### src/rtl/jisp_frame_ctrl.sv
// Frame sequencer in front of the JPEG ISP pipeline: admits exactly one sensor frame per
// capture request and tracks it until drained. Optional drain watchdog: JISP_FRAME_CTRL_TIMEOUT_EN.
module jisp_frame_ctrl #(
  parameter  int SENSOR_X_SIZE = 1280,
  parameter  int SENSOR_Y_SIZE = 720,
  localparam int XW            = $clog2(SENSOR_X_SIZE),
  localparam int YW            = $clog2(SENSOR_Y_SIZE),
  localparam int CW            = XW + YW
) (
  input  logic          clk,
  input  logic          reset,
  input  logic          start,
  input  logic          abort,
  input  logic [XW-1:0] x_size_m1,
  input  logic [YW-1:0] y_size_m1,
  input  logic          frame_valid_in,
  input  logic          line_valid_in,
  input  logic          rgb24_valid_in,
  input  logic          rgb24_hold,
  output logic          frame_valid_out,
  output logic          line_valid_out,
  output logic          rgb24_valid_out,
  input  logic          di_valid,
  input  logic          di_hold,
  output logic          pipe_flush,
  output logic          busy,
  output logic          done,
  output logic [2:0]    err
);

  typedef enum logic [2:0] {
    S_IDLE     = 3'd0,
    S_ARM      = 3'd1,
    S_WAIT_SOF = 3'd2,
    S_CAPTURE  = 3'd3,
    S_DRAIN    = 3'd4,
    S_DONE     = 3'd5
  } state_t;

  state_t        state, state_nxt;
  logic          flush_nxt;
  logic          fv_q, lv_q;
  logic          fv_rise, fv_fall, lv_fall;
  logic          gate, checking, line_end, start_ok;
  logic          pix_hit, line_bad, frame_bad, ovf, beat, drain_hit, wd_expire;
  logic [2:0]    err_set;
  logic          err_hit;
  logic [XW-1:0] x_lat;
  logic [YW-1:0] y_lat;
  logic [XW:0]   pix_cnt;
  logic [YW:0]   line_cnt, line_total;
  logic [CW-1:0] blk_cnt, rows_tgt;
  logic [CW-1:0] mcu_x, mcu_y, rows_nxt;

  assign fv_rise  = frame_valid_in & ~fv_q;
  assign fv_fall  = ~frame_valid_in & fv_q;
  assign lv_fall  = ~line_valid_in & lv_q;
  assign start_ok = (state == S_IDLE) & start & ~abort;

  // The rising-edge cycle of WAIT_SOF is already open so the first pixel reaches the pipeline.
  assign gate = ~reset & ~abort &
                ((state == S_CAPTURE) | ((state == S_WAIT_SOF) & fv_rise));

  assign frame_valid_out = frame_valid_in & gate;
  assign line_valid_out  = line_valid_in  & gate;
  assign rgb24_valid_out = rgb24_valid_in & gate;

  assign checking   = (state == S_CAPTURE);
  assign line_end   = checking & lv_fall;
  assign pix_hit    = gate & rgb24_valid_in & line_valid_in;
  assign line_bad   = line_end & (pix_cnt != ({1'b0, x_lat} + (XW+1)'(1)));
  // Line increment from this same cycle is folded in before the frame compare.
  assign line_total = line_cnt + (YW+1)'(line_end);
  assign frame_bad  = checking & fv_fall & (line_total != ({1'b0, y_lat} + (YW+1)'(1)));
  assign ovf        = rgb24_valid_out & rgb24_hold;
  assign beat       = di_valid & ~di_hold;
  assign drain_hit  = (state == S_DRAIN) &
                      (({1'b0, blk_cnt} + (CW+1)'(beat)) >= {1'b0, rows_tgt});

  assign err_set = {frame_bad | wd_expire, line_bad, ovf};
  assign err_hit = |err_set;

  // One 4:2:0 MCU (16x16) emits 48 block rows; partial MCUs are padded.
  assign mcu_x    = CW'(x_size_m1 >> 4) + CW'(1);
  assign mcu_y    = CW'(y_size_m1 >> 4) + CW'(1);
  assign rows_nxt = mcu_x * mcu_y * CW'(48);

`ifdef JISP_FRAME_CTRL_TIMEOUT_EN
  logic [23:0] wd_cnt;

  always_ff @(posedge clk) begin
    if (reset) begin
      wd_cnt <= '0;
    end else if ((state != S_DRAIN) || beat) begin
      wd_cnt <= '0;
    end else begin
      wd_cnt <= wd_cnt + 24'd1;
    end
  end

  assign wd_expire = (state == S_DRAIN) & (wd_cnt == 24'hFF_FFFF);
`else
  assign wd_expire = 1'b0;
`endif

  always_comb begin
    state_nxt = state;
    flush_nxt = 1'b0;
    case (state)
      S_IDLE:     if (start_ok) state_nxt = S_ARM;
      S_ARM:      if (!frame_valid_in) state_nxt = S_WAIT_SOF;
      S_WAIT_SOF: if (fv_rise) state_nxt = S_CAPTURE;
      S_CAPTURE:  if (fv_fall) state_nxt = S_DRAIN;
      S_DRAIN:    if (drain_hit) state_nxt = S_DONE;
      S_DONE:     state_nxt = S_IDLE;
      default:    state_nxt = S_IDLE;
    endcase
    // Abort and freshly detected errors override every normal transition, including completion.
    if ((state != S_IDLE) && (abort || err_hit)) begin
      state_nxt = S_IDLE;
      flush_nxt = 1'b1;
    end
  end

  always_ff @(posedge clk) begin
    if (reset) begin
      state      <= S_IDLE;
      pipe_flush <= 1'b0;
      fv_q       <= 1'b0;
      lv_q       <= 1'b0;
      err        <= '0;
      pix_cnt    <= '0;
      line_cnt   <= '0;
      blk_cnt    <= '0;
    end else begin
      state      <= state_nxt;
      pipe_flush <= flush_nxt;
      fv_q       <= frame_valid_in;
      lv_q       <= line_valid_in;
      if (start_ok) begin
        err      <= '0;
        pix_cnt  <= '0;
        line_cnt <= '0;
        blk_cnt  <= '0;
      end else begin
        if (!abort) err <= err | err_set;
        if (line_end) begin
          pix_cnt  <= '0;
          line_cnt <= line_total;
        end else if (pix_hit) begin
          pix_cnt  <= pix_cnt + (XW+1)'(1);
        end
        if (((state == S_CAPTURE) || (state == S_DRAIN)) && beat) blk_cnt <= blk_cnt + CW'(1);
      end
    end
  end

  // Frame geometry is only consumed after a start has loaded it.
  always_ff @(posedge clk) begin
    if (start_ok) begin
      x_lat    <= x_size_m1;
      y_lat    <= y_size_m1;
      rows_tgt <= rows_nxt;
    end
  end

  assign busy = (state != S_IDLE);
  assign done = (state == S_DONE);

endmodule

### config.mk
export PLATFORM = sky130hd
export DESIGN_NAME = jisp_frame_ctrl
export DESIGN_NICKNAME = d
export VERILOG_FILES = /design/src/rtl/jisp_frame_ctrl.sv
export SDC_FILE = /design/constraint.sdc
export NUM_CORES = 1
export LEC_CHECK = 0
export BUFFER_PORTS_ARGS = -buffer_cell sky130_fd_sc_hd__buf_2
export CAP_MARGIN = 15
export CORE_MARGIN = 4
export CORE_UTILIZATION = 57
export DETAILED_ROUTE_END_ITERATION = 10
export GPL_ROUTABILITY_DRIVEN = 0
export GPL_TIMING_DRIVEN = 0
export PLACE_DENSITY = 0.76
export SYNTH_ARGS = -nofsm -noshare
export SYNTH_HDL_FRONTEND = slang
export SYNTH_SLANG_ARGS = --single-unit
### constraint.sdc
create_clock -name clk -period 6.9 [get_ports clk]
set_input_delay 1.38 -clock clk [delete_from_list [all_inputs] [get_ports clk]]
set_output_delay 1.38 -clock clk [all_outputs]
set_load 0.01 [all_outputs]
==> results of run 1 <==
==> where the power goes <==
part	total [W]	leakage [nW]	switching, W	internal (W)
sequential	0.000719	0.782	0.0000193	0.000700
combinational	0.00211	2.84	0.00110	0.00101
clock	0.000504	0.138	0.000222	0.000282
total	0.00334	3.76	0.00134	0.00199
==> kinds of logic after synthesis <==
| logic type | synth area share [%] |
|---|---|
| muxes | 0.643 |
| AOI/OAI and AO/OA | 11.7 |
| buffers and inverters | 4.89 |
| and+or+nand+nor | 22.8 |
| DFF | 28.3 |
| xor gates and xnor gates | 12.1 |
| adders and majority gates | 19.6 |
==> cell type report <==
type	instances	area (sq um)
well taps	176	220
clock inverters	6	65.1
fillers	1077	4210
repair buffers	55	329
multi-input cells	702	5650
clock buffers	10	229
diodes	1	2.50
inverters	66	248
plain buffers	24	144
flip-flops and latches	91	2200
==> timing repair <==
action / CTS / global route
gates resized for setup: 30 / 53
endpoints found under the setup margin: 6 / 6
pin swaps: 5 / 22
buffers inserted: 2 / 11
==> worst register-to-register path, cell delays in order (launching register included) <==
cell and delay [ps]:
dfxtp_1 360, clkbuf_8 170, nand4b_1 220, nor2_2 520, ha_1 300, ha_1 230, nand3_1 150, or3_4 410
and2_4 170, o31a_1 310, a2111oi_2 540, o311ai_2 230, a2111oi_2 390
==> per-layer routing <==
layer / global-route usage, % / vias to the layer above
met1: 28.2 / 3019
met4: 6.63 / 0
met2: 38.5 / 123
met5: 0 / -
met3: 3.95 / 34
li1: - / 3221
==> registers in the layout (all words and copies together) (netlist names), 3 cells and up <==
| name | flops |
|---|---|
| pix_cnt | 12 |
| blk_cnt | 21 |
| rows_tgt | 17 |
| x_lat | 11 |
| line_cnt | 11 |
| err | 3 |
| state | 3 |
| y_lat | 10 |
==> per-stage QoR <==
| stage | area [sq um] | util [%] |
|---|---|---|
| final | 9090 | 68.4 |
| after global routing | 9090 | 68.3 |
| after CTS | 8720 | 65.6 |
| after detailed placement | 8260 | 62.1 |
| after global placement | 8220 | 61.8 |
| after floorplan | 7810 | - |
==> worst paths after layout <==
check                from           end  slack [ps]
min                err[0]        err[0]         470
min reg2reg        err[0]        err[0]         470
max reg2reg      state[1]      state[1]        2820
max          y_size_m1[4]  rows_tgt[19]          90
==> layout by cell type (no fill, tap or decap), drive strengths merged, types with 10 or more instances in the layout <==
cell type | netlist | final
a21oi | 33 | 33
nand3 | 34 | 34
and2 | 11 | 11
inv | 66 | 67
and3 | 15 | 15
nand2 | 52 | 52
dfxtp | 53 | 53
xor2 | 45 | 45
edfxtp | 38 | 38
fa | 30 | 30
o21ai | 31 | 31
nand4 | 25 | 25
ha | 73 | 73
xnor2 | 60 | 60
or3 | 15 | 15
o21a | 12 | 12
nor2 | 127 | 127
buf | 6 | 61
or2 | 10 | 10
nor3 | 19 | 19
clkbuf | 18 | 28
==> results.sh, run 1 <==
export IMPL_setup_ws_ps=90.2
export IMPL_dr_wl_met2_microns=8580
export IMPL_p_per_area_nw_per_um2=367
export IMPL_setup_viol=0
export IMPL_layout_cells_non_filler=1131
export IMPL_clk_pin_slew_ps=60
export IMPL_status="finished, final reports clean"
export IMPL_tritoncts="built"
export IMPL_synth_ff_type="dfxtp_1"
export IMPL_yosys_warnings=0
export IMPL_cts_buffers=9
export IMPL_finalCritPeriodShare_pct=98.7
export IMPL_criticalPathCategory="in -> reg"
export IMPL_synth_edf_count=38
export IMPL_drc=0
export IMPL_die_h_microns=125
export IMPL_ys_ff_latch=91
export IMPL_grt_ovfl_total=0
export IMPL_cp_cell_sequence="clkbuf_4, ha_4, and3_4, xnor2_4, or2_2, fa_1, fa_1, inv_1, fa_2, fa_1, ha_4, o21a_1, o31ai_4, a2111oi_4, nor2_1, nand2_2, inv_1, ha_2, nor2_1, nor2_2, o21ai_2, buf_4, a211o_1, a22oi_2"
export IMPL_hold_depth=2
export IMPL_worst_path_max_delay_cell="fa_2"
export IMPL_drv_slew=0
export IMPL_peakVddDrop_uv=332
export IMPL_path_delay_family="adder cells"
export IMPL_drv_cap=0
export IMPL_cp_data_required_time_ps=7090
export IMPL_power_w=0.00334
export IMPL_drt_iter0_drc=400
export IMPL_io_pins=40
export IMPL_skew_ps=8.05
export IMPL_syn_avg_cell_area_sq_um=8.82
export IMPL_grt_pass1_vias=6280
export IMPL_cts_sink_count=91
export IMPL_syn2layout_area_growth_pct=16.7
export IMPL_cts_hold_fix_buffers=0
export IMPL_syn_nets=1017
export IMPL_ant_nets=0
export IMPL_hold_viol=0
export IMPL_netlist_area_sq_um=7790
export IMPL_clkLatencyLatePin_ps=360
export IMPL_wl_microns=17300
export IMPL_antenna_found_initial=0
export IMPL_die_w_microns=125
export IMPL_yosysSeqAreaShare_pct=28.3
export IMPL_arrival_ps=7000
export IMPL_start_util_pct=58.6
export IMPL_slowest_delay_ps=580
export IMPL_synth_most_common_cell="nor2_1"
export IMPL_die_area_sq_um=15600
export IMPL_ff2ff_path_depth=12
export IMPL_nets=1083
export IMPL_drive_gt1_share_pct=17.6
export IMPL_power_leakage_nw=3.76
export IMPL_vias=6397
export IMPL_synthTopCellsByArea="edfxtp_1 (15%), dfxtp_1 (14%), ha_1 (12%), fa_1 (7.7%), xnor2_1 (6.7%)"
export IMPL_period_needed_ps=6810
export IMPL_grt_pass1_wl_microns=28800
export IMPL_path_max_fanout=5
export IMPL_synth_top_cell_area_share_pct=14.7
export IMPL_cts_root_buf="clkbuf_16"
export IMPL_hold_ws_ps=466
export IMPL_hp_class="reg -> reg"
export IMPL_dp_hpwl_microns=12600
export IMPL_core_area_sq_um=13300
export IMPL_finalSetupTns_ps=0
export IMPL_crit_cells=24
export IMPL_synth_cell_types=78
export IMPL_critPathBufInv=4
export IMPL_postSynthCellCount=883
export IMPL_rows=42
export IMPL_highest_layer="met4"
export IMPL_grt_max_degree=16
export IMPL_endpoint_kind="register"
export IMPL_path_common_cell="fa_1"
export IMPL_io_buffers=39
export IMPL_wl_per_cell_microns=15.3
export IMPL_start_kind="input pin"
export IMPL_fmax_mhz=147
export IMPL_yosysTopAreaCell="edfxtp_1"
export IMPL_via_per_inst=5.66
export IMPL_dpl_worst_slack_ps=-789
export IMPL_htree_levels=3
export IMPL_slew_headroom_pct=61.0
export IMPL_placedCellCount=1101
export IMPL_netlist_top_cells_count="nor2_1 (126), ha_1 (73), inv_1 (66)"
export IMPL_worstMarginPinSlew_ps=584
export IMPL_first_pass_iters=5
export IMPL_met1_length_microns=7810
export IMPL_ys_async_sr_fraction_pct=0
export IMPL_wl_met3_microns=569
export IMPL_track_usage_pct=22.2
export IMPL_clockBufferDepth=2
Note: power is estimated with default switching activity, not from simulation.
==> inputs of run 2 (changes only) <==
PLACE_DENSITY = not set   (was 0.76)
PLACE_DENSITY_LB_ADDON = 0.1   (was not set)
==> run 2 against run 1 <==
  * Total power is 2.9% lower
  * Die area stayed put
  * Worst hold slack better by 26 ps
  * Global-route usage is 0.26 points higher
  * Fmax is 0.50% higher
  * Routed wire length is 1.1% higher
  * Sequential power hardly changed
  * Critical path depth is 2 lower
  * Clock skew is 2.4 ps higher
  * Via count is 2.8% higher
  * Setup slack better by 34 ps
  * Critical endpoint is now rows_tgt[18]
  * Highest routed layer unchanged
==> results.sh, run 2 (synthesis results as in run 1) <==
export IMPL_status="finished, final reports clean"
export IMPL_finalCritPeriodShare_pct=98.2
export IMPL_die_h_microns=125
export IMPL_rows=42
export IMPL_hp_class="reg -> reg"
export IMPL_cts_hold_fix_buffers=0
export IMPL_via_per_inst=5.82
export IMPL_htree_levels=3
export IMPL_design_area_sq_um=9090
export IMPL_drive_gt1_share_pct=17.0
export IMPL_criticalPathCategory="in -> reg"
export IMPL_core_area_sq_um=13300
export IMPL_ant_nets=0
export IMPL_postPlaceCellArea_sq_um=8260
export IMPL_antenna_found_initial=0
export IMPL_clockBufferDepth=2
export IMPL_cts_root_buf="clkbuf_16"
export IMPL_hold_viol=0
export IMPL_start_util_pct=58.6
export IMPL_cp_data_required_time_ps=6990
export IMPL_diodes=0
export IMPL_largest_reg_flops=21
export IMPL_die_area_sq_um=15600
export IMPL_cts_sink_count=91
export IMPL_peakVddDrop_uv=403
export IMPL_slew_headroom_pct=59.3
export IMPL_dp_hpwl_microns=13300
export IMPL_setup_ws_ps=124
export IMPL_nets=1082
export IMPL_die_w_microns=125
export IMPL_skew_ps=10.4
export IMPL_p_per_area_nw_per_um2=357
export IMPL_vias=6575
export IMPL_grt_pass1_vias=6495
export IMPL_drv_cap=0
export IMPL_layout_common_cells="nor2_1 (123), ha_1 (66), inv_1 (65), xnor2_1 (54), dfxtp_1 (53)"
export IMPL_wl_per_cell_microns=15.5
export IMPL_io_pins=40
export IMPL_tritoncts="built"
export IMPL_io_buffers=39
export IMPL_grt_max_degree=18
export IMPL_drv_slew=0
export IMPL_drt_iter0_drc=445
export IMPL_cts_buffers=9
export IMPL_grt_ovfl_total=0
export IMPL_fillers=1035
export IMPL_worstMarginPinSlew_ps=606
export IMPL_track_usage_pct=22.4
export IMPL_drc=0
export IMPL_path_max_fanout=5
export IMPL_period_needed_ps=6780
export IMPL_clk_pin_slew_ps=70
export IMPL_multi_input_area_sq_um=5610
export IMPL_setup_viol=0
export IMPL_power_w=0.00324
export IMPL_endpoint_kind="register"
export IMPL_reg_top3="blk_cnt: 21 flops, rows_tgt: 17 flops, pix_cnt: 12 flops"
export IMPL_arrival_ps=6860
export IMPL_fmax_mhz=148
export IMPL_first_pass_iters=6
export IMPL_regMostFlops="blk_cnt"
export IMPL_syn2layout_area_growth_pct=16.7
export IMPL_cp_cell_sequence="clkbuf_4, ha_4, and3_4, xnor2_4, or2_4, fa_1, fa_2, inv_1, fa_2, fa_1, ha_4, o31ai_2, a21oi_1, a21oi_2, o21ai_1, xor2_1, ha_1, nor3_1, nor2_2, o21ai_2, maj3_1, xnor2_1"
export IMPL_layout_commonest_cell="nor2_1"
export IMPL_regArea_sq_um=2200
export IMPL_slowest_delay_ps=600
export IMPL_start_kind="input pin"
export IMPL_grt_pass1_wl_microns=29500
export IMPL_worst_path_max_delay_cell="fa_1"
export IMPL_power_leakage_nw=3.77
export IMPL_dpl_worst_slack_ps=-755
export IMPL_wl_microns=17500
export IMPL_clkLatencyLatePin_ps=350
==> run 2: metrics by stage <==
stage	hold slack (ps)	setup TNS (ps)	util (%)	instances
2_1_floorplan	465	0	-	883
3_3_place_gp	451	-4810	61.8	1098
3_5_place_dp	474	-4570	62.1	1101
4_1_cts	490	0	66.0	1119
5_1_grt	505	-359	68.3	1129
6_report	491	0	68.3	1129
==> run 2: area by class of cell <==
cell class / instances / area share (%)
Multi-Input combinational cell: 702 / 61.8
Sequential cell: 91 / 24.2
Timing Repair Buffer: 54 / 3.54
Inverter: 66 / 2.73
Clock buffer: 9 / 2.48
Tap cell: 176 / 2.42
Buffer: 24 / 1.67
Clock inverter: 7 / 1.16
==> run 2: path summary, 6_finish.rpt <==
kind         cells past startpoint      endpoint  slack (ps)    startpoint
max                             22  rows_tgt[18]         120  y_size_m1[4]
min                              1        err[1]         490        err[1]
max reg2reg                     12      state[1]        2710      state[1]
min reg2reg                      1        err[1]         490        err[1]
==> run 2: per-layer routing <==
layer,vias up,share of wire [%],track usage (%)
li1,3212,-,-
met1,3193,44,28.1
met2,144,51,39.9
met3,26,3.7,4.07
met4,0,1.8,5.99
met5,-,0,0
==> run 2: power by group <==
part           switching [W]  leakage (nW)  internal, W  total, W
clock network       0.000223         0.159     0.000323  0.000547
registers          0.0000208         0.782     0.000700  0.000721
logic                0.00106          2.83     0.000909   0.00197
==> run 2: what timing repair did <==
item                                    in CTS  in global routing
endpoints found under the setup margin       7                  7
gates resized for setup                     31                 48
buffers inserted                             2                 10
pin swaps                                    6                 24
==> run 2: critical path, delay by kind of cell <==
kind	cells	cell delay [ps]
AO/OA/AOI/OAI	5	870
XOR/XNOR	3	500
buffers and inverters	2	200
AND/OR/NAND/NOR	4	690
adder cells (fa/ha/maj)	8	3230
